[config.mk]
export PLATFORM = sky130hd
export DESIGN_NAME = act_ctrl_sched
export DESIGN_NICKNAME = d
export VERILOG_FILES = /design/src/rtl/act_ctrl_sched.sv
export SDC_FILE = /design/constraint.sdc
export NUM_CORES = 1
export LEC_CHECK = 0
export CORE_ASPECT_RATIO = 0.8
export CORE_MARGIN = 5
export CORE_UTILIZATION = 25
export CTS_CLUSTER_DIAMETER = 100
export DETAILED_ROUTE_END_ITERATION = 16
export PLACE_DENSITY = 0.63
export SLEW_MARGIN = 20
export SYNTH_ARGS = -nofsm -noshare
export SYNTH_HDL_FRONTEND = slang
export SYNTH_SLANG_ARGS = --single-unit
[constraint.sdc]
create_clock -name clk -period 6.5 [get_ports clk]
set_input_delay 0.65 -clock clk [delete_from_list [all_inputs] [get_ports clk]]
set_output_delay 0.65 -clock clk [all_outputs]
set_load 0.005 [all_outputs]
[src/rtl/act_ctrl_sched.sv]
// rtl/act_ctrl_sched.sv - LUT-load / compute sequencer for the activation core.
// Define ACT_CTRL_PERF_EN to add the perf_jobs / perf_stall counters.
module act_ctrl_sched #(
    parameter int DATA_WIDTH     = 32,
    parameter int LUT_ADDR_WIDTH = 8,
    parameter int LUT_DEPTH      = 256,
    parameter int EXP_BUF_SIZE   = 8,
    parameter int MAX_INFLIGHT   = 4
) (
    input  logic                      clk,
    input  logic                      rst,
    input  logic                      cfg_valid,
    output logic                      cfg_ready,
    input  logic [DATA_WIDTH-1:0]     cfg_data,
    input  logic                      cfg_last,
    input  logic                      job_valid,
    output logic                      job_ready,
    input  logic                      job_mode,
    input  logic [DATA_WIDTH-1:0]     job_data,
    output logic                      acc_in_valid,
    output logic                      acc_in_mode_sel,
    output logic [DATA_WIDTH-1:0]     acc_in_data,
    output logic                      acc_lut_wr_en,
    output logic [LUT_ADDR_WIDTH-1:0] acc_lut_wr_addr,
    output logic [DATA_WIDTH-1:0]     acc_lut_data,
    input  logic                      acc_out_valid,
    output logic                      busy,
    output logic                      lut_loaded
`ifdef ACT_CTRL_PERF_EN
    ,
    output logic [31:0]               perf_jobs,
    output logic [31:0]               perf_stall
`endif
);

    localparam int IW = $clog2(MAX_INFLIGHT + 1);
    localparam int GW = (EXP_BUF_SIZE > 1) ? $clog2(EXP_BUF_SIZE) : 1;

    typedef enum logic [1:0] {
        S_IDLE  = 2'd0,
        S_RUN   = 2'd1,
        S_DRAIN = 2'd2,
        S_LOAD  = 2'd3
    } state_t;

    state_t                    state;
    state_t                    state_nxt;
    logic [IW-1:0]             inflight;
    logic [IW-1:0]             inflight_nxt;
    logic [GW-1:0]             grp_cnt;
    logic [LUT_ADDR_WIDTH-1:0] wr_addr;
    logic                      cur_mode;

    logic job_fire;
    logic cfg_fire;
    logic out_ret;
    logic room;
    logic mode_ok;
    logic grp_zero;
    logic last_addr;

    assign grp_zero  = (grp_cnt == '0);
    assign last_addr = (wr_addr == LUT_ADDR_WIDTH'(LUT_DEPTH - 1));
    // A return in the same cycle frees a slot, so a full pipe can still admit.
    assign room      = (inflight < IW'(MAX_INFLIGHT)) || acc_out_valid;
    assign mode_ok   = (job_mode == cur_mode) || ((inflight == '0) && grp_zero);
    assign job_fire  = job_valid && job_ready;
    assign cfg_fire  = cfg_valid && cfg_ready;
    // Spurious returns with nothing outstanding are dropped.
    assign out_ret   = acc_out_valid && (inflight != '0);

    always_comb begin
        inflight_nxt = inflight;
        if (job_fire && !out_ret) begin
            inflight_nxt = inflight + IW'(1);
        end else if (!job_fire && out_ret) begin
            inflight_nxt = inflight - IW'(1);
        end
    end

    always_ff @(posedge clk or posedge rst) begin
        if (rst) begin
            state <= S_IDLE;
        end else begin
            state <= state_nxt;
        end
    end

    always_comb begin
        state_nxt = state;
        case (state)
            S_IDLE: begin
                if (cfg_valid) begin
                    state_nxt = S_DRAIN;
                end else if (job_valid && lut_loaded) begin
                    state_nxt = S_RUN;
                end
            end
            S_RUN: begin
                // An open softmax group must close before leaving RUN.
                if (cfg_valid && grp_zero) begin
                    state_nxt = S_DRAIN;
                end else if (!job_valid && grp_zero) begin
                    state_nxt = S_IDLE;
                end
            end
            S_DRAIN: begin
                if (inflight_nxt == '0) begin
                    state_nxt = S_LOAD;
                end
            end
            S_LOAD: begin
                if (cfg_fire && (last_addr || cfg_last)) begin
                    state_nxt = S_IDLE;
                end
            end
            default: state_nxt = S_IDLE;
        endcase
    end

    always_comb begin
        cfg_ready = 1'b0;
        job_ready = 1'b0;
        busy      = (state != S_IDLE) || (inflight != '0);
        case (state)
            S_RUN:   job_ready = room && mode_ok && !(cfg_valid && grp_zero);
            S_LOAD:  cfg_ready = 1'b1;
            default: begin
                cfg_ready = 1'b0;
                job_ready = 1'b0;
            end
        endcase
    end

    always_ff @(posedge clk or posedge rst) begin
        if (rst) begin
            inflight        <= '0;
            grp_cnt         <= '0;
            wr_addr         <= '0;
            cur_mode        <= 1'b0;
            lut_loaded      <= 1'b0;
            acc_in_valid    <= 1'b0;
            acc_in_mode_sel <= 1'b0;
            acc_in_data     <= '0;
            acc_lut_wr_en   <= 1'b0;
            acc_lut_wr_addr <= '0;
            acc_lut_data    <= '0;
        end else begin
            inflight      <= inflight_nxt;
            acc_in_valid  <= job_fire;
            acc_lut_wr_en <= cfg_fire;

            if (job_fire) begin
                acc_in_data     <= job_data;
                acc_in_mode_sel <= job_mode;
                cur_mode        <= job_mode;
                if (job_mode) begin
                    grp_cnt <= (grp_cnt == GW'(EXP_BUF_SIZE - 1)) ? '0 : grp_cnt + GW'(1);
                end else begin
                    grp_cnt <= '0;
                end
            end

            if (cfg_fire) begin
                acc_lut_wr_addr <= wr_addr;
                acc_lut_data    <= cfg_data;
                if (last_addr) begin
                    lut_loaded <= 1'b1;
                end else begin
                    wr_addr <= wr_addr + LUT_ADDR_WIDTH'(1);
                end
            end

            // The old image is invalid from the moment the rewrite begins.
            if ((state == S_DRAIN) && (state_nxt == S_LOAD)) begin
                lut_loaded <= 1'b0;
                wr_addr    <= '0;
            end
        end
    end

`ifdef ACT_CTRL_PERF_EN
    always_ff @(posedge clk or posedge rst) begin
        if (rst) begin
            perf_jobs  <= '0;
            perf_stall <= '0;
        end else begin
            if (job_fire && (perf_jobs != '1)) begin
                perf_jobs <= perf_jobs + 32'd1;
            end
            if (job_valid && !job_ready && (perf_stall != '1)) begin
                perf_stall <= perf_stall + 32'd1;
            end
        end
    end
`endif

endmodule

==> Word level (Yosys, flattened, before mapping) <==
Cells that the tools add are included.
{ "word_totals": {"reg_bits": 92, "input_bits": 71} }
{ "classes": {"n_addsub": 4, "magnitude_cmp": 1, "eq_ne": 8, "n_mux": 19, "n_reduce_logical": 31} }
{ "op_table": {"columns": ["cell", "n"], "rows": [
  ["8-bit 2-to-1 mux", 3],
  ["1-bit logical AND", 13],
  ["2-bit 2-to-1 mux", 6],
  ["3-bit 2-to-1 mux", 4],
  ["3-bit logical NOT", 3],
  ["8-bit by 1-bit adder with 8-bit output, second input constant", 1],
  ["8-bit == test, second input constant", 1],
  ["2-bit case mux with 4 select lines", 1],
  ["3-bit by 1-bit adder with 3-bit output, second input constant", 2],
  ["2-bit == test, second input constant", 3],
  ["2-bit nonzero test", 3],
  ["1-bit 2-to-1 mux", 5],
  ["1-bit logical NOT", 4],
  ["1-bit logical OR", 4],
  ["2-bit AND reduction", 2],
  ["3-bit == test, second input constant", 1],
  ["3-bit less-than comparator, second input constant", 1],
  ["3-bit nonzero test", 1],
  ["3-bit by 1-bit subtractor with 3-bit output, second input constant", 1],
  ["2-bit by 1-bit == test with 1-bit output, second input constant", 1],
  ["2-bit logical NOT", 1],
  ["2-bit by 1-bit inequality test with 1-bit output, second input constant", 1],
  ["1-bit == test", 1]
]} }

==> Logic depth before layout (Yosys ltp) <==
Gate-level depths: netlist of the first run.
{ "logic_depth": {"word_depth": 18, "depth_mapped": 8, "depth_no_buf": 6} }

==> Least setup slack after synthesis of the first run <==
No wires, ideal clock.
{ "synth_timing": {"kind": "input port to flip-flop", "from": "input job_mode", "to": "register acc_in_data[0]", "setup_ps": 127, "arrival_ps": 2095, "setup_slack_ps": 4278, "stages": 6, "n_path_buf": 2, "cell_sequence": "xor2_1 a2111oi_4 and2_4 buf_6 buf_8 mux2_1"} }
{ "synth_between": {"elab_chain_len": 6} }
{ "synth_rtl": {"columns": ["element", "line_no", "source"], "rows": [
  ["start, declared", "18", "input logic job_mode,"],
  ["1-bit == test", "66", "assign mode_ok = (job_mode == cur_mode) || ((inflight == '0) && grp_zero);"],
  ["1-bit logical OR", "66", null],
  ["1-bit logical AND (2 in a row)", "126", "S_RUN: job_ready = room && mode_ok && !(cfg_valid && grp_zero);"],
  ["1-bit 2-to-1 mux", "125", "case (state)"],
  ["via job_ready", "17", "output logic job_ready,"],
  ["1-bit logical AND", "67", "assign job_fire = job_valid && job_ready;"],
  ["via job_fire", "54", "logic job_fire;"],
  ["end signal, assigned", "154", "acc_in_data <= job_data;"],
  ["end, declared", "22", "output logic [DATA_WIDTH-1:0] acc_in_data,"]
]} }
The timed path passes the listed nets, and every way through them passes these cells.
A chain may end at the register's enable or synchronous reset.

==> Worst setup path in the final report of the first run <==
{ "layout_timing": {"from": "input cfg_valid", "to": "register wr_addr[1]"} }
{ "layout_between": {"elab_chain_len": 16} }
{ "layout_rtl": {"columns": ["element", "line_no", "source"], "rows": [
  ["start, declared", "12", "input logic cfg_valid,"],
  ["1-bit logical AND", "101, 126", null],
  ["1-bit logical NOT", "126", null],
  ["1-bit logical AND", "126", null],
  ["1-bit 2-to-1 mux", "125", null],
  ["1-bit logical AND", "67", null],
  ["1-bit logical NOT", "76", "end else if (!job_fire && out_ret) begin"],
  ["1-bit logical AND", "76", null],
  ["3-bit 2-to-1 mux", "76", null],
  ["3-bit 2-to-1 mux", "74", "if (job_fire && !out_ret) begin"],
  ["3-bit logical NOT", "108", "if (inflight_nxt == '0) begin"],
  ["2-bit 2-to-1 mux", "108", null],
  ["2-bit case mux with 4 select lines", "91", "case (state)"],
  ["2-bit == test", "175", "if ((state == S_DRAIN) && (state_nxt == S_LOAD)) begin"],
  ["1-bit logical AND", "175", null],
  ["2-bit by 1-bit inequality test with 1-bit output (no source line) or 2-bit nonzero test (tied branches)", null, null],
  ["2-bit AND reduction (no source line)", null, null],
  ["end signal, assigned", "170", "wr_addr <= wr_addr + LUT_ADDR_WIDTH'(1);"],
  ["end, declared", "51", "logic [LUT_ADDR_WIDTH-1:0] wr_addr;"]
]} }
Parallel ways exist; a longest one is shown, timed or not.

==> metrics.txt, run 1 <==
Seq/Total Area, Yosys=between 50 and 60%; ys async rst share=between 90% and 100%; Vias=around 3100; PD cells=around 420 mW/mm^2; IO Port Bufs=~150; Worst Path Buf+Inv=2; Mapped Avg Cell Area=10.8 um^2; fin util=37.9%; EDFF count, synth=0; Die X=between 150 and 200 um; Finish-stage setup viols=0; drt wl/cell=around 14 um; row count=slightly above 40; Sink Count=around 90; post-synth top area share=around three fifths; period utilization=50.5%; Skew-Pair Late Insertion Delay=340 ps; vias in the first global route=3180; CP max FO=47; CP Capture Type=flip-flop; Peak Freq=305 MHz; Synth area leader=dfrtp_1; postcts setup bufs=0; commonest cells after routing, fill and taps aside=clkdlybuf4s50_1, nand2_1, dfrtp_1; antenna-violating nets left=0; placed cell area=0.00561 mm^2; Initial Util=25.2%; status=finished clean; crit-path max cell delay=roughly 900 ps; critical path class=in2reg; Synthesis Warnings=0; Routed WL=10100 um; Crit-path slowest cell=inv_2; RSZ-0062 raised after global routing=false; vias per std cell=4.23; Worst Setup Start Kind=primary input; Post-synth top flop=dfrtp_1; Final Hold Fails=0; max-slew violations=0; Max-Cap Viols=0; worst-path cell chain=clkdlybuf4s50_1, nand3_2, inv_2, o21ai_0, mux2i_1, nor2_1; Tightest Pin Transition=between 900 and 1000 ps; Placer Congestion=0.722; Clock Skews=around 5.5 ps; die area=between 0.015 and 0.02 mm^2; Synth Instances=about 360; Layout fillers=1550; dpl ws=roughly 2800 ps; worst rel slew slack=between 30% and 40%; VDD IR max=~180 uV; layout cell share with drive strength beyond 1=8.61%; post_cts resized=0; area delta synth->final=50.4%; total power=approximately 2.5 mW; Worst-path clk slew=around 60 ps; Unique masters post-synth=between 40 and 50; Total GRT Usage=roughly 11%; CP required=between 6000 and 7000 ps; family with the most delay on the worst path=buffers and inverters; worst hold path type=reg2reg; initial antenna violation count=0; area of the multi-input gates=between 0.001 and 0.0015 mm^2; storage element area=around 0.0023 mm^2; Die Ht=~120 um; setup TNS=0 ps; commonest non-fill, non-tap cell in the layout=clkdlybuf4s50_1; hpwl dp=roughly 7400 um; Mapped Area=slightly below 0.004 mm^2; number of I/O pins=150; # placed instances=between 700 and 800; diodes inserted=0; Pre-antenna DRT Iters=4; Hold Buf Count CTS=0; Critical Path AT=3480 ps; Area contributors post-synth=dfrtp_1, nand2_1, mux2_2; total global routing overflow=0; largest net degree at the start of global routing=roughly 70; Seq cells post-synth=slightly above 90; first-pass GRT wire length=16100 um; CTS tree=yes; H-tree levels=3; nets@finish=between 500 and 600; root buf cell=clkbuf_16; Final Non-Filler Cells=a little over 700; final hold slack=around 480 ps; Final WS setup=~3200 ps; 1st-iter DRT viols=around 110; syn nets=between 400 and 500; total CTS buffers=9; Finished Cell Area=0.00591 mm^2; Clock Path Buffers=2; Lkg Pwr=2.62 nW; DRC Markers=0; core footprint=~0.016 mm^2; Tmin final=3280 ps
layout make-up:
type,count,share of cell area [%]
Tap cell,215,4.55
Multi-Input combinational cell,242,25.2
Inverter,12,0.805
Sequential cell,92,39.0
Clock buffer,9,3.81
Timing Repair Buffer,150,25.4
Clock inverter,6,1.25
worst register-to-register path: stages (launching register included):
cell and delay [ps]:
dfrtp_1 580, nand3_2 820, inv_2 930, o21ai_0 330
mux2i_1 220, nor2_1 50
state kept, by name (all words and copies together) (netlist names), 2 cells and up:
signal,flops
inflight,3
acc_in_data,32
grp_cnt,3
acc_lut_wr_addr,8
wr_addr,8
acc_lut_data,32
state,2
synth_stat cells, types with 2 or more instances:
cell	n
clkbuf_1	7
ha_1	7
nor3b_1	2
inv_1	11
dfrtp_1	92
mux2_2	19
buf_4	2
a21oi_1	6
nand2_1	123
o21ai_0	4
xnor2_1	3
or3_1	2
nor2_1	10
nor3_1	4
xor2_1	2
a211o_1	2
mux2_1	15
buf_1	3
a2111oi_4	2
a211oi_1	3
nand2b_1	3
mux2i_1	3
buf_2	3
nand4_1	3
nand3_1	8
where the power goes:
| part | switching, mW | internal (mW) | leakage [nW] |
|---|---|---|---|
| sequential | 0.159 | 0.814 | 1.16 |
| clock | 0.221 | 0.300 | 0.140 |
| combinational | 0.390 | 0.595 | 1.32 |
cells by family after synthesis:
group	count (synthesis)	synth area share (%)
xor+xnor	5	1.12
fa+ha+maj	7	2.23
mux	37	10.5
compound gates	27	5.80
flops	92	58.6
simple gates	166	18.2
buf+inv	29	3.54
routing by layer:
metal,wire (um),up-vias,global-route usage (%)
li1,-,1493,-
met1,4620,1481,14.4
met2,4680,86,17.7
met3,634,11,3.46
met4,159,0,4.34
met5,0,-,0
final timing paths:
check                           cells after the start  slack (ps)            endpoint               start
worst min-delay path                                2         480  acc_lut_wr_addr[2]  acc_lut_wr_addr[2]
max in group asynchronous                           3        4730     acc_in_data[10]                 rst
min in group asynchronous                           2         610     acc_in_data[27]                 rst
worst max-delay path                                6        3220          wr_addr[1]           cfg_valid
worst max register to register                      5        3430          wr_addr[1]            state[0]
worst min register to register                      2         480  acc_lut_wr_addr[2]  acc_lut_wr_addr[2]
No activity file was read; power rests on OpenSTA's default activity.
==> run 2: changes to the inputs <==
--- a/config.mk
+++ b/config.mk
@@ -10,7 +10,7 @@
 export CORE_UTILIZATION = 25
 export CTS_CLUSTER_DIAMETER = 100
 export DETAILED_ROUTE_END_ITERATION = 16
-export PLACE_DENSITY = 0.63
+export PLACE_DENSITY = 0.64
 export SLEW_MARGIN = 20
 export SYNTH_ARGS = -nofsm -noshare
 export SYNTH_HDL_FRONTEND = slang
==> constraint.sdc (replaced) <==
create_clock -name clk -period 3 [get_ports clk]
set_input_delay 0.3 -clock clk [delete_from_list [all_inputs] [get_ports clk]]
set_output_delay 0.3 -clock clk [all_outputs]
set_load 0.005 [all_outputs]
==> run 2 against run 1 <==
Clock power rose by 130%. Count of clock-buffer cells in the layout did not move. Routed wire length fell by 0.97%. Final area rose by 1.1%. Global-route usage fell by 0.16 points. Register-to-register slack got worse by 2800 ps. Via count barely moved.
==> metrics.txt, run 2 (synthesis results as in run 1) <==
fin util=38.3% (was 37.9%); CP Capture Type=primary output (was flip-flop); antenna-violating nets left=0 (unchanged); total CTS buffers=9 (unchanged); CTS tree=yes (unchanged); worst hold path type=in2async (was reg2reg); Lkg Pwr=2.65 nW (was 2.62 nW); nets@finish=589 (was 585); post_cts resized=0 (unchanged); Critical Path AT=2380 ps (was 3480 ps); Final Non-Filler Cells=731 (was 726); worst rel slew slack=52.6% (was 36.5%); Critical Path Start=inflight[1] (was cfg_valid); Worst-path clk slew=70 ps (was 60 ps); period utilization=89.3%; largest net degree at the start of global routing=52 (was 71); max-slew violations=0 (unchanged); diodes inserted=0 (unchanged); drt wl/cell=13.7 um (was 13.9 um); initial antenna violation count=0 (unchanged); critical path class=reg2out (was in2reg); R2R cell count=6 (was 5); crit-path max cell delay=510 ps (was 900 ps); layout cell share with drive strength beyond 1=9.50% (was 8.61%); row count=41 (unchanged); Finish-stage setup viols=0 (unchanged); Regs by FF count=acc_in_data x32, acc_lut_data x32 (unchanged); area delta synth->final=52.0% (was 50.4%); hpwl dp=7400 um (was 7440 um); Total GRT Usage=11.0% (was 11.2%); worst-path cell chain=inv_1, ha_1, nand4bb_1, a2111oi_4, buf_4, clkdlybuf4s50_1 (was clkdlybuf4s50_1, nand3_2, inv_2, o21ai_0, mux2i_1, nor2_1); Tightest Pin Transition=711 ps (was 951 ps); setup TNS=0 ps (unchanged); status=finished clean (unchanged); H-tree levels=3 (unchanged); Finished Cell Area=0.00597 mm^2 (was 0.00591 mm^2); commonest cells after routing, fill and taps aside=clkdlybuf4s50_1, nand2_1, dfrtp_1 (unchanged); DRC Markers=0 (unchanged); Initial Util=25.2% (unchanged); Vias=3072 (was 3071); Die X=150 um (unchanged); number of I/O pins=150 (unchanged); Pre-antenna DRT Iters=4 (unchanged); CP required=2700 ps (was 6700 ps); vias in the first global route=3169 (was 3180); total global routing overflow=0 (unchanged); VDD IR max=290 uV (was 184 uV); CP max FO=7 (was 47); die area=0.0183 mm^2 (unchanged); RSZ-0062 raised after global routing=false (unchanged); vias per std cell=4.20 (was 4.23); commonest non-fill, non-tap cell in the layout=clkdlybuf4s50_1 (unchanged); Peak Freq=between 300 and 400 MHz; PD cells=913 mW/mm^2 (was 420 mW/mm^2); # placed instances=715 (was 711); Routed WL=9990 um (was 10100 um); core footprint=0.0156 mm^2 (unchanged); root buf cell=clkbuf_16 (unchanged); Placer Congestion=0.759 (was 0.722); R2R setup slack=610 ps (was 3430 ps); Die Ht=122 um (unchanged); Clock Path Buffers=2 (unchanged); Clock Skews=7.20 ps (was 5.48 ps); Final Hold Fails=0 (unchanged); worst r2r dst=acc_in_data[21] (was wr_addr[1]); 1st-iter DRT viols=143 (was 106); Hold Buf Count CTS=0 (unchanged); Tmin final=about 2700 ps; Worst Setup Start Kind=flip-flop (was primary input); placed cell area=0.00565 mm^2 (was 0.00561 mm^2); RR Startpoint=inflight[1] (was state[0]); first-pass GRT wire length=15800 um (was 16100 um); Sink Count=92 (unchanged); Skew-Pair Late Insertion Delay=350 ps (was 340 ps); Max-Cap Viols=0 (unchanged); Crit-path slowest cell=clkdlybuf4s50_1 (was inv_2); IO Port Bufs=149 (unchanged); postcts setup bufs=0 (unchanged)
run 2: per-stage QoR:
stage / total power [mW] / hold WS [ps] / setup slack [ps]
floorplan: 3.03 / 405 / 308
global placement: 4.25 / 456 / 551
detailed placement: 4.34 / 462 / 481
CTS: 5.58 / 425 / 286
global route: 5.86 / 477 / 170
finish: 5.45 / 408 / 322
run 2: layer usage:
metal | part of all wire [%] | track usage [%]
met4 | 1.5 | 3.94
met5 | 0 | 0
met3 | 6.3 | 3.72
met2 | 48 | 18.0
met1 | 44 | 13.6
run 2: final cells by class:
cell class	instances	area, um^2
sequential	92	2300
tap	215	269
fill	1544	9620
clock inverter	7	93.8
inverter	12	47.5
multi-input combinational	242	1490
timing repair buffer	154	1540
clock buffer	9	225
run 2: report_power, final:
group,leakage (nW),internal [mW],switching [mW]
logic,1.34,1.31,0.842
clock network,0.153,0.669,0.520
registers,1.16,1.76,0.344
run 2: worst max path at each step:
stage	end	slack, ps	cells after the start
floorplan	acc_in_data[0]	310	1
global placement	acc_in_data[21]	550	5
detailed placement	acc_in_data[11]	480	5
CTS	job_ready	290	6
global route	job_ready	170	6
finish	job_ready	320	6
run 2: critical path, delay by kind of cell, from the launching register on:
kind | cells | cell delay (ps)
DFF | 1 | 450
and+or+nand+nor | 1 | 170
buffers and inverters | 3 | 820
AOI/OAI and AO/OA | 1 | 370
adders and majority gates | 1 | 220
==> run 3: changes to the inputs <==
--- a/config.mk
+++ b/config.mk
@@ -5,12 +5,14 @@
 export SDC_FILE = /design/constraint.sdc
 export NUM_CORES = 1
 export LEC_CHECK = 0
-export CORE_ASPECT_RATIO = 0.8
+export CELL_PAD_IN_SITES_DETAIL_PLACEMENT = 1
+export CELL_PAD_IN_SITES_GLOBAL_PLACEMENT = 1
+export CORE_ASPECT_RATIO = 1.75
 export CORE_MARGIN = 5
 export CORE_UTILIZATION = 25
 export CTS_CLUSTER_DIAMETER = 100
 export DETAILED_ROUTE_END_ITERATION = 16
-export PLACE_DENSITY = 0.64
+export PLACE_DENSITY = 0.78
 export SLEW_MARGIN = 20
 export SYNTH_ARGS = -nofsm -noshare
 export SYNTH_HDL_FRONTEND = slang
==> run 3 against run 2 <==
Critical path depth stayed put. Worst hold slack improved by 66 ps. Count of clock-buffer cells in the layout did not move. Via count grew 3.9%. Combinational power rose by 3%. Sequential share of layout area increased by 0.12 points. Largest cell class unchanged. Cell count fell by 3.8%. First-iteration DRC count shrank 32%. Highest routed layer unchanged. Die area increased by 0.45%. Global-route usage rose by 1.8 points.
==> metrics.txt, run 3 (synthesis results as in run 1) <==
Skew-Pair Late Insertion Delay=340 ps (was 350 ps); register share of total power=37.5% (was 38.7%); VDD IR max=372 uV (was 290 uV); Gate power share=39.1% (was 39.5%); CP Capture Type=primary output (unchanged); area delta synth->final=51.5% (was 52.0%); initial antenna violation count=0 (unchanged); hpwl dp=8880 um (was 7400 um); Final Non-Filler Cells=703 (was 731); CTS tree=yes (unchanged); Routed WL=11700 um (was 9990 um); core footprint=0.0154 mm^2 (was 0.0156 mm^2); Clock Path Buffers=2 (unchanged); die area=0.0184 mm^2 (was 0.0183 mm^2); CP required=2700 ps (about the same); total global routing overflow=0 (unchanged); status=finished clean (unchanged); Hold Buf Count CTS=0 (unchanged); Final Hold Fails=0 (unchanged); period utilization=88.6% (was 89.3%); layout cell share with drive strength beyond 1=9.50% (unchanged); Max-Cap Viols=0 (unchanged); Initial Util=25.5% (was 25.2%); worst hold path type=reg2reg (was in2async); commonest non-fill, non-tap cell in the layout=clkdlybuf4s50_1 (unchanged); setup TNS=0 ps (unchanged); Critical Path AT=2360 ps (was 2380 ps); critical path class=reg2out (unchanged); row count=60 (was 41); 1st-iter DRT viols=97 (was 143); drt wl/cell=16.6 um (was 13.7 um); Sink Count=92 (unchanged); number of I/O pins=150 (unchanged); # placed instances=686 (was 715); internal power=3.89 mW (was 3.74 mW); R2R setup slack=590 ps (was 610 ps); Finish-stage setup viols=0 (unchanged); R2R cell count=6 (unchanged); Lkg Pwr=2.67 nW (was 2.65 nW); vias in the first global route=3634 (was 3169); Regs by FF count=acc_in_data x32, acc_lut_data x32 (unchanged); RSZ-0062 raised after global routing=false (unchanged); IO Port Bufs=149 (unchanged); Layout fillers=1694 (was 1544); commonest cells after routing, fill and taps aside=clkdlybuf4s50_1, nand2_1, dfrtp_1 (unchanged); Tmin final=2660 ps (was 2680 ps); Die Ht=176 um (was 122 um); first-pass GRT wire length=18900 um (was 15800 um); RR Startpoint=inflight[1] (unchanged); worst rel slew slack=36.7% (was 52.6%); DRC Markers=0 (unchanged); vias per std cell=4.54 (was 4.20); total CTS buffers=9 (unchanged); Die X=105 um (was 150 um); Vias=3191 (was 3072); postcts setup bufs=0 (unchanged); Worst Setup Start Kind=flip-flop (unchanged); Pre-antenna DRT Iters=6 (was 4); worst r2r dst=acc_in_data[25] (was acc_in_data[21]); post_cts resized=0 (unchanged); root buf cell=clkbuf_16 (unchanged); nets@finish=589 (unchanged); antenna-violating nets left=0 (unchanged); Tightest Pin Transition=949 ps (was 711 ps); Total GRT Usage=12.8% (was 11.0%); PD cells=950 mW/mm^2 (was 913 mW/mm^2); end point of the critical path=job_ready (unchanged); H-tree levels=3 (unchanged); Peak Freq=376 MHz (was 373 MHz); max-slew violations=0 (unchanged); clock share of power=23.4% (was 21.8%); switching part of the total=31.2% (was 31.3%); Psw=1.76 mW (was 1.71 mW); CP max FO=7 (unchanged); Placer Congestion=0.778 (was 0.759); Clock Skews=13.5 ps (was 7.20 ps); Worst-path clk slew=70 ps (about the same); largest net degree at the start of global routing=73 (was 52); Critical Path Start=inflight[1] (unchanged)
-- run 3: power groups by stage --
| stage | Combinational (mW) | Clock (mW) | Sequential (mW) |
|---|---|---|---|
| after floorplan | 0.942 | 0 | 2.09 |
| after global placement | 2.17 | 0 | 2.10 |
| after detailed placement | 2.27 | 0 | 2.15 |
| after CTS | 2.28 | 1.36 | 2.13 |
| after global routing | 2.44 | 1.42 | 2.19 |
| final | 2.21 | 1.32 | 2.12 |
-- run 3: worst min path at each step --
stage,from,end,slack (ps),depth (start not counted)
floorplan,cfg_data[0],acc_lut_data[0],410,2
global placement,acc_lut_data[25],acc_lut_data[25],460,2
detailed placement,acc_lut_data[11],acc_lut_data[11],470,2
CTS,cfg_data[2],acc_lut_data[2],470,3
global route,cfg_data[8],acc_lut_data[8],480,3
finish,acc_lut_data[11],acc_lut_data[11],470,2
-- run 3: metrics by stage --
stage | power (mW) | util, % | hold slack [ps] | cell area (um^2) | setup WS (ps)
6_report | 5.66 | 38.7 | 474 | 5950 | 342
3_3_place_gp | 4.27 | 36.4 | 459 | 5600 | 566
4_1_cts | 5.77 | 38.7 | 473 | 5950 | 321
2_1_floorplan | 3.03 | - | 405 | 3930 | 308
3_5_place_dp | 4.42 | 36.4 | 466 | 5600 | 484
5_1_grt | 6.05 | 38.7 | 482 | 5950 | 215
-- run 3: final cells by class --
| type | count | area [um^2] | share of cell area [%] |
|---|---|---|---|
| Multi-Input combinational cell | 242 | 1490 | 25.1 |
| Clock inverter | 7 | 121 | 2.04 |
| Clock buffer | 9 | 225 | 3.78 |
| Inverter | 12 | 47.5 | 0.799 |
| Antenna cell | 1 | 2.50 | 0.0420 |
| Tap cell | 186 | 233 | 3.91 |
| Timing Repair Buffer | 154 | 1530 | 25.7 |
| Sequential cell | 92 | 2300 | 38.7 |
-- run 3: routing by layer --
layer	vias to the layer above	global-route usage, %	share of wire, %
li1	1496	-	-
met1	1599	13.5	36
met2	84	24.3	58
met3	12	2.98	4.7
met4	0	4.43	1.4
met5	-	0	0
-- run 3: worst max-delay path, cell delays in order, from the launching register on --
cell and delay, ps:
dfrtp_1 460, inv_1 120, ha_1 240, nand4bb_1 170
a2111oi_4 340, buf_4 200, clkdlybuf4s50_1 500
==> edit 1: new RTL, config.mk and constraints of run 3 <==
Add an input register stage for `cfg_valid`, `cfg_data`, `cfg_last` and `job_mode`; this delays them by one clock. The other inputs are not delayed to match.
--- a/src/rtl/act_ctrl_sched.sv
+++ b/src/rtl/act_ctrl_sched.sv
@@ -43,6 +43,18 @@
         S_LOAD  = 2'd3
     } state_t;
 
+    logic cfg_valid_q;
+    logic [DATA_WIDTH-1:0] cfg_data_q;
+    logic cfg_last_q;
+    logic job_mode_q;
+
+    always_ff @(posedge clk) begin
+        cfg_valid_q <= cfg_valid;
+        cfg_data_q  <= cfg_data;
+        cfg_last_q  <= cfg_last;
+        job_mode_q  <= job_mode;
+    end
+
     state_t                    state;
     state_t                    state_nxt;
     logic [IW-1:0]             inflight;
@@ -63,9 +75,9 @@
     assign last_addr = (wr_addr == LUT_ADDR_WIDTH'(LUT_DEPTH - 1));
     // A return in the same cycle frees a slot, so a full pipe can still admit.
     assign room      = (inflight < IW'(MAX_INFLIGHT)) || acc_out_valid;
-    assign mode_ok   = (job_mode == cur_mode) || ((inflight == '0) && grp_zero);
+    assign mode_ok   = (job_mode_q == cur_mode) || ((inflight == '0) && grp_zero);
     assign job_fire  = job_valid && job_ready;
-    assign cfg_fire  = cfg_valid && cfg_ready;
+    assign cfg_fire  = cfg_valid_q && cfg_ready;
     // Spurious returns with nothing outstanding are dropped.
     assign out_ret   = acc_out_valid && (inflight != '0);
 
@@ -90,7 +102,7 @@
         state_nxt = state;
         case (state)
             S_IDLE: begin
-                if (cfg_valid) begin
+                if (cfg_valid_q) begin
                     state_nxt = S_DRAIN;
                 end else if (job_valid && lut_loaded) begin
                     state_nxt = S_RUN;
@@ -98,7 +110,7 @@
             end
             S_RUN: begin
                 // An open softmax group must close before leaving RUN.
-                if (cfg_valid && grp_zero) begin
+                if (cfg_valid_q && grp_zero) begin
                     state_nxt = S_DRAIN;
                 end else if (!job_valid && grp_zero) begin
                     state_nxt = S_IDLE;
@@ -110,7 +122,7 @@
                 end
             end
             S_LOAD: begin
-                if (cfg_fire && (last_addr || cfg_last)) begin
+                if (cfg_fire && (last_addr || cfg_last_q)) begin
                     state_nxt = S_IDLE;
                 end
             end
@@ -123,7 +135,7 @@
         job_ready = 1'b0;
         busy      = (state != S_IDLE) || (inflight != '0);
         case (state)
-            S_RUN:   job_ready = room && mode_ok && !(cfg_valid && grp_zero);
+            S_RUN:   job_ready = room && mode_ok && !(cfg_valid_q && grp_zero);
             S_LOAD:  cfg_ready = 1'b1;
             default: begin
                 cfg_ready = 1'b0;
@@ -152,9 +164,9 @@
 
             if (job_fire) begin
                 acc_in_data     <= job_data;
-                acc_in_mode_sel <= job_mode;
-                cur_mode        <= job_mode;
-                if (job_mode) begin
+                acc_in_mode_sel <= job_mode_q;
+                cur_mode        <= job_mode_q;
+                if (job_mode_q) begin
                     grp_cnt <= (grp_cnt == GW'(EXP_BUF_SIZE - 1)) ? '0 : grp_cnt + GW'(1);
                 end else begin
                     grp_cnt <= '0;
@@ -163,7 +175,7 @@
 
             if (cfg_fire) begin
                 acc_lut_wr_addr <= wr_addr;
-                acc_lut_data    <= cfg_data;
+                acc_lut_data    <= cfg_data_q;
                 if (last_addr) begin
                     lut_loaded <= 1'b1;
                 end else begin
Function: changed (a bounded check fails within 4 cycles, from zero or initial values and one cycle with rst high).
==> edit 1 against run 3 <==
  * Power grew 28%
  * Routed wire length grew 14%
  * Final cell count grew 15%
  * Non-clock buffer count shrank 2
  * Die area grew 19%
  * Combinational power grew 11%
  * Worst setup slack lost 0.15 ns
  * Final area grew 18%
  * Sequential cell count grew 35
  * Core utilization shrank 0.78 points
  * Via count grew 11%
  * Highest routed layer unchanged
  * Area after synthesis grew 20%
  * Count of clock-buffer cells in the layout grew 13
==> edit 1: results (changes against run 3) <==
[critical_path]
worst-endpoint-arrival_ns = 2.50  ; +0.14 ns
cp_slowest_stage_delay_ns = 0.50  ; about the same
worst_r2r_path_depth = 7  ; +1
crit-reg2reg-capture = acc_in_data[8]$_DFFE_PP0P_

[clocking]
cts_max_level = 4  ; +1
max-clock-path-buffers = 2  ; unchanged
clk_latency_worst_skew_pair_ns = 0.41  ; +0.07 ns
tritoncts.num_buffers = 17  ; +8

[routing]
wl_met3_um = 816  ; +50%
detail_route.first_pass.iterations = 5  ; -1
detail_route.iter0.violations = 89  ; -8.2%
postRouteWirelength_um = 13300  ; +14%
m1_wl_um = 4440  ; +5.3%
route.met2.wl_um = 7630  ; +14%
detailroute.via_count = 3555  ; +11%

[synthesis]
synthTopCellsByCount = sky130_fd_sc_hd__nand2_1, sky130_fd_sc_hd__dfrtp_1, sky130_fd_sc_hd__dfxtp_1
syn-instance-count = 399  ; +9.9%
async_reset_ff_share_pct = 72.4  ; -28 points
synth_top_cells_by_area = sky130_fd_sc_hd__dfrtp_1, sky130_fd_sc_hd__dfxtp_1, sky130_fd_sc_hd__nand2_1
synth_sequential_area_ratio_pct = 63.5  ; +4.9 points
synth.net_count = 477  ; +8.2%
synth_cell_type_count = 50  ; +2.0%

[worst_hold_path]
hp-class = in -> async

[placed_design]
placement.io_buffers = 149  ; unchanged
placed_cells = 776  ; +13%
detailed_place_hpwl_um = 9700  ; +9.2%
place_congestion = 0.793  ; +1.9%
place_worst_setup_slack_ns = 0.589  ; +0.104 ns

[power]
total_switching_power_w = 0.00214  ; +21%
cellLeakagePower_nw = 3.17  ; +19%
power.ir.vdd_worst_v = 0.000471  ; +27%

[finish]
antenna_cells_inserted = 0  ; -1
final.fill_count = 2055  ; +21%
stdcell_count = 808  ; +15%
final_layout_size_suffix_gt1_share_pct = 13.0  ; +3.5 points
largest_registers = acc_in_data x32, acc_lut_data x32, cfg_data_q x32
number_of_nets_in_the_layout = 635  ; +7.8%

[outcome]
status = finished, final reports clean

[grt]
first_pass_grt_wire_length_um = 21400  ; +13%
via_count_of_the_first_global_routing_pass = 4224  ; +16%
grt.total_usage_pct = 12.8  ; -0.032 points
antenna_found_initial = 0  ; unchanged
pin_count_of_the_biggest_net_entering_global_routing = 58  ; -21%

[timing]
slew_headroom_pct = 66.7  ; +30 points
fin_skew_ns = 0.00491  ; -0.00861 ns

-- edit 1: cell count changes after synthesis, moves of 3 or more --
cell / delta
sky130_fd_sc_hd__nand2_1: +4
sky130_fd_sc_hd__mux2_2: -13
sky130_fd_sc_hd__dfxtp_1: +35
sky130_fd_sc_hd__mux2_4: +27
sky130_fd_sc_hd__buf_12: +3
sky130_fd_sc_hd__o21ai_0: +4
sky130_fd_sc_hd__mux2_1: -15
-- edit 1: cell type report --
class	count	area (sq um)	share of cell area [%]
repair buffers	152	1530	21.7
clock inverters	10	111	1.58
inverters	11	48.8	0.693
multi-input cells	248	1580	22.4
well taps	238	298	4.23
clock buffers	22	474	6.74
flip-flops and latches	127	3000	42.7
-- edit 1: cells by family after synthesis --
logic type      count (synthesis)  share of synthesized area, %
fa+ha+maj                       7                          1.85
buf+inv                        24                          3.07
mux                            35                          10.4
simple gates                  170                          15.6
flops                         127                          63.5
xor+xnor                        6                          1.11
compound gates                 30                          4.42
-- edit 1: power by group through the flow --
stage          sequential [W]  clock (W)  combinational (W)
2_1_floorplan         0.00271          0            0.00103
3_3_place_gp          0.00272          0            0.00238
3_5_place_dp          0.00276          0            0.00250
4_1_cts               0.00275    0.00211            0.00252
5_1_grt               0.00282    0.00218            0.00268
6_report              0.00273    0.00203            0.00245
-- edit 1: through the flow --
| stage | cell area, sq um | hold WS, ns | total power, W |
|---|---|---|---|
| global placement | 6450 | 0.399 | 0.00510 |
| CTS | 7040 | 0.257 | 0.00738 |
| detailed placement | 6450 | 0.410 | 0.00526 |
| global route | 7040 | 0.286 | 0.00769 |
| finish | 7040 | 0.255 | 0.00721 |
| floorplan | 4730 | 0.328 | 0.00374 |
-- edit 1: how the worst max path moves through the flow --
stage | start | endpoint | slack, ns | depth (start not counted)
floorplan | rst | acc_in_data[0]$_DFFE_PP0P_ | 0.31 | 1
detailed placement | acc_out_valid | acc_in_data[8]$_DFFE_PP0P_ | 0.59 | 6
CTS | inflight[1]$_DFF_PP0_ | job_ready | 0.16 | 6
global placement | acc_out_valid | job_ready | 0.68 | 5
finish | inflight[1]$_DFF_PP0_ | job_ready | 0.20 | 6
global route | inflight[1]$_DFF_PP0_ | job_ready | 0.09 | 6
-- edit 1: layer usage --
layer  up-vias  GRT usage (%)
met5         -              0
met2       119           24.2
li1       1632              -
met4         0           6.68
met1      1770           11.6
met3        34           4.54
-- edit 1: worst register-to-register path, cell delays in order, from the launching register on --
cell,delay (ns)
sky130_fd_sc_hd__dfrtp_1,0.43
sky130_fd_sc_hd__inv_1,0.17
sky130_fd_sc_hd__ha_1,0.26
sky130_fd_sc_hd__and4bb_1,0.24
sky130_fd_sc_hd__o2111a_2,0.34
sky130_fd_sc_hd__nand2_4,0.11
sky130_fd_sc_hd__inv_6,0.33
sky130_fd_sc_hd__mux2_2,0.42
==> edit 2: new RTL, flow settings as in run 3 <==
Made on the original files. `EXP_BUF_SIZE`: 8 -> 4.
--- a/src/rtl/act_ctrl_sched.sv
+++ b/src/rtl/act_ctrl_sched.sv
@@ -4,7 +4,7 @@
     parameter int DATA_WIDTH     = 32,
     parameter int LUT_ADDR_WIDTH = 8,
     parameter int LUT_DEPTH      = 256,
-    parameter int EXP_BUF_SIZE   = 8,
+    parameter int EXP_BUF_SIZE   = 4,
     parameter int MAX_INFLIGHT   = 4
 ) (
     input  logic                      clk,
Formal check against the unedited RTL: same outputs for any inputs over 10 cycles, from zero or initial values and one cycle with rst high; that may be too few to reach the edited logic, so the function may still have changed.
==> edit 2 against run 3 <==
  * Sequential cell count down 1
  * Sequential power shrank 4%
  * Routed wire length rose by 1.6%
  * Final area down 0.15%
  * Power is 6.2% lower
  * First-iteration DRC count shrank 30%
  * Register-to-register slack lost 0.14 ns
  * Area after synthesis fell by 0.16%
  * Global-route usage grew 0.17 points
  * Worst setup slack worse by 0.10 ns
  * Largest cell class unchanged
==> edit 2: results (changes against run 3) <==
[outcome]
status = finished, final reports clean

[grt]
first_pass_grt_wire_length_um = 19500  ; +3.0%
antenna_found_initial = 0  ; unchanged
pin_count_of_the_biggest_net_entering_global_routing = 53  ; -27%
via_count_of_the_first_global_routing_pass = 3942  ; +8.5%
grt.total_usage_pct = 12.9  ; +0.17 points

[critical_path]
top_fanout_value_on_the_critical_path = 7  ; unchanged
worst-endpoint-arrival_ns = 2.46  ; +0.10 ns
regToRegStartpoint = inflight[0]$_DFF_PP0_
worst_r2r_path_depth = 6  ; unchanged
crit-reg2reg-capture = state[0]$_DFF_PP0_
rrSetupSlack_ns = 0.45  ; -0.14 ns

[synthesis]
synth_cell_type_count = 53  ; +8.2%
synth_compound_area_share_pct = 6.48  ; +0.68 points
synth_top_cells_by_area = sky130_fd_sc_hd__dfrtp_1, sky130_fd_sc_hd__nand2_1, sky130_fd_sc_hd__ha_1
synthXorXnorAreaFrac_pct = 1.98  ; +0.86 points
synth.net_count = 502  ; +14%
synth_sequential_area_ratio_pct = 58.1  ; -0.54 points
post_synth_mux_area_share_pct = 1.34  ; -9.2 points
yosys.area_share.adder_pct = 1.91  ; -0.32 points
ys_warn_count = 0  ; unchanged
async_reset_ff_share_pct = 100  ; unchanged
yosys_most_used_dff = sky130_fd_sc_hd__dfrtp_1
synthTopCellsByCount = sky130_fd_sc_hd__nand2_1, sky130_fd_sc_hd__dfrtp_1, sky130_fd_sc_hd__a21oi_1, sky130_fd_sc_hd__clkbuf_1, sky130_fd_sc_hd__inv_1

[finish]
largest_registers = acc_in_data x32, acc_lut_data x32
number_of_nets_in_the_layout = 650  ; +10%
final_layout_size_suffix_gt1_share_pct = 6.75  ; -2.7 points
final.fill_count = 1765  ; +4.2%
antenna_cells_inserted = 0  ; -1

[clocking]
tritoncts.num_buffers = 9  ; unchanged
max-clock-path-buffers = 2  ; unchanged
post_cts_resize_count = 0  ; unchanged
post_cts.repair.setup_buffers = 0  ; unchanged
clkSlewWorstSetupHoldPaths_ns = 0.07  ; about the same
cts_max_level = 3  ; unchanged
clk_latency_worst_skew_pair_ns = 0.33
clk_tree_root_cell = sky130_fd_sc_hd__clkbuf_16

[placed_design]
placement.io_buffers = 149  ; unchanged
place_congestion = 0.789  ; +1.4%
detailed_place_hpwl_um = 9160  ; +3.1%

[routing]
detail_route.iter0.violations = 68  ; -30%
drt-vias-per-instance = 4.52  ; -0.40%
detail_route.first_pass.iterations = 4  ; -2
wl_cell_um = 15.5  ; -6.6%

[timing]
worst-slew-pin-transition_ns = 0.660  ; -0.289 ns
timing.final.max_slew_violations = 0  ; unchanged
minimum_hold_slack_ns = 0.423  ; -0.0509 ns
fin_skew_ns = 0.0102  ; -0.00334 ns

[power]
cellLeakagePower_nw = 2.80  ; +5.0%
power.ir.vdd_worst_v = 0.000308  ; -17%

[worst_hold_path]
hp-class = in -> async

edit 2: cell count changes after synthesis, moves of 4 or more:
cell	before	now
sky130_fd_sc_hd__nand2_1	123	221
sky130_fd_sc_hd__clkbuf_1	7	11
sky130_fd_sc_hd__a21oi_1	6	11
sky130_fd_sc_hd__nor2_1	10	6
sky130_fd_sc_hd__mux2_1	15	1
sky130_fd_sc_hd__mux2_2	19	1
edit 2: report_power, final:
group,leakage [nW],internal (W),switching [W],total [W]
sequential,1.16,0.00171,0.000320,0.00203
combinational,1.50,0.00120,0.000929,0.00213
clock,0.138,0.000672,0.000473,0.00114
total,2.80,0.00358,0.00172,0.00530
edit 2: worst max path at each step:
stage                     startpoint  cells after the start  slack [ns]                    endpoint
6_report       inflight[0]$_DFF_PP0_                      5        0.24                   job_ready
5_1_grt        inflight[0]$_DFF_PP0_                      5        0.10                   job_ready
4_1_cts        inflight[0]$_DFF_PP0_                      5        0.20                   job_ready
3_5_place_dp               cfg_valid                      6        0.37      wr_addr[7]$_DFFE_PP0P_
3_3_place_gp                job_mode                      6        0.42          state[0]$_DFF_PP0_
2_1_floorplan                    rst                      1        0.34  acc_in_data[0]$_DFFE_PP0P_
edit 2: layout make-up:
type | instances | area [sq um] | area share (%)
clock inverter | 5 | 61.3 | 1.03
tap | 186 | 233 | 3.92
clock buffer | 11 | 243 | 4.08
multi-input combinational | 306 | 1530 | 25.7
inverter | 11 | 48.8 | 0.821
timing repair buffer | 154 | 1550 | 26.1
sequential | 91 | 2280 | 38.3
edit 2: critical path: stages, from the launching register on:
cell and delay [ns]:
sky130_fd_sc_hd__dfrtp_1 0.43, sky130_fd_sc_hd__inv_1 0.15, sky130_fd_sc_hd__ha_1 0.27, sky130_fd_sc_hd__nand3b_4 0.10, sky130_fd_sc_hd__a2111oi_4 0.54, sky130_fd_sc_hd__clkdlybuf4s50_1 0.63
edit 2: cells by family after synthesis:
kind of cell	count (synthesis)
flip-flops	91
XOR/XNOR	8
adder cells (fa/ha/maj)	6
AND/OR/NAND/NOR	257
buffers and inverters	28
multiplexers	5
AO/OA/AOI/OAI	30
edit 2: metal layers:
layer,global-route usage [%],vias up,wire [um]
met1,13.1,1665,4310
met2,24.0,122,6310
met4,5.17,0,323
met5,0,-,0
li1,-,1647,-
met3,4.38,20,890
edit 2: stage by stage:
| step | util (%) | std cells | instance area (sq um) | worst slack, ns |
|---|---|---|---|---|
| final | 38.6 | 764 | 5940 | 0.240 |
| after global routing | 38.6 | 764 | 5940 | 0.102 |
| after CTS | 38.6 | 764 | 5940 | 0.204 |
| after detailed placement | 36.6 | 748 | 5640 | 0.367 |
| after global placement | 36.6 | 748 | 5640 | 0.416 |
| after floorplan | - | 425 | 3920 | 0.336 |
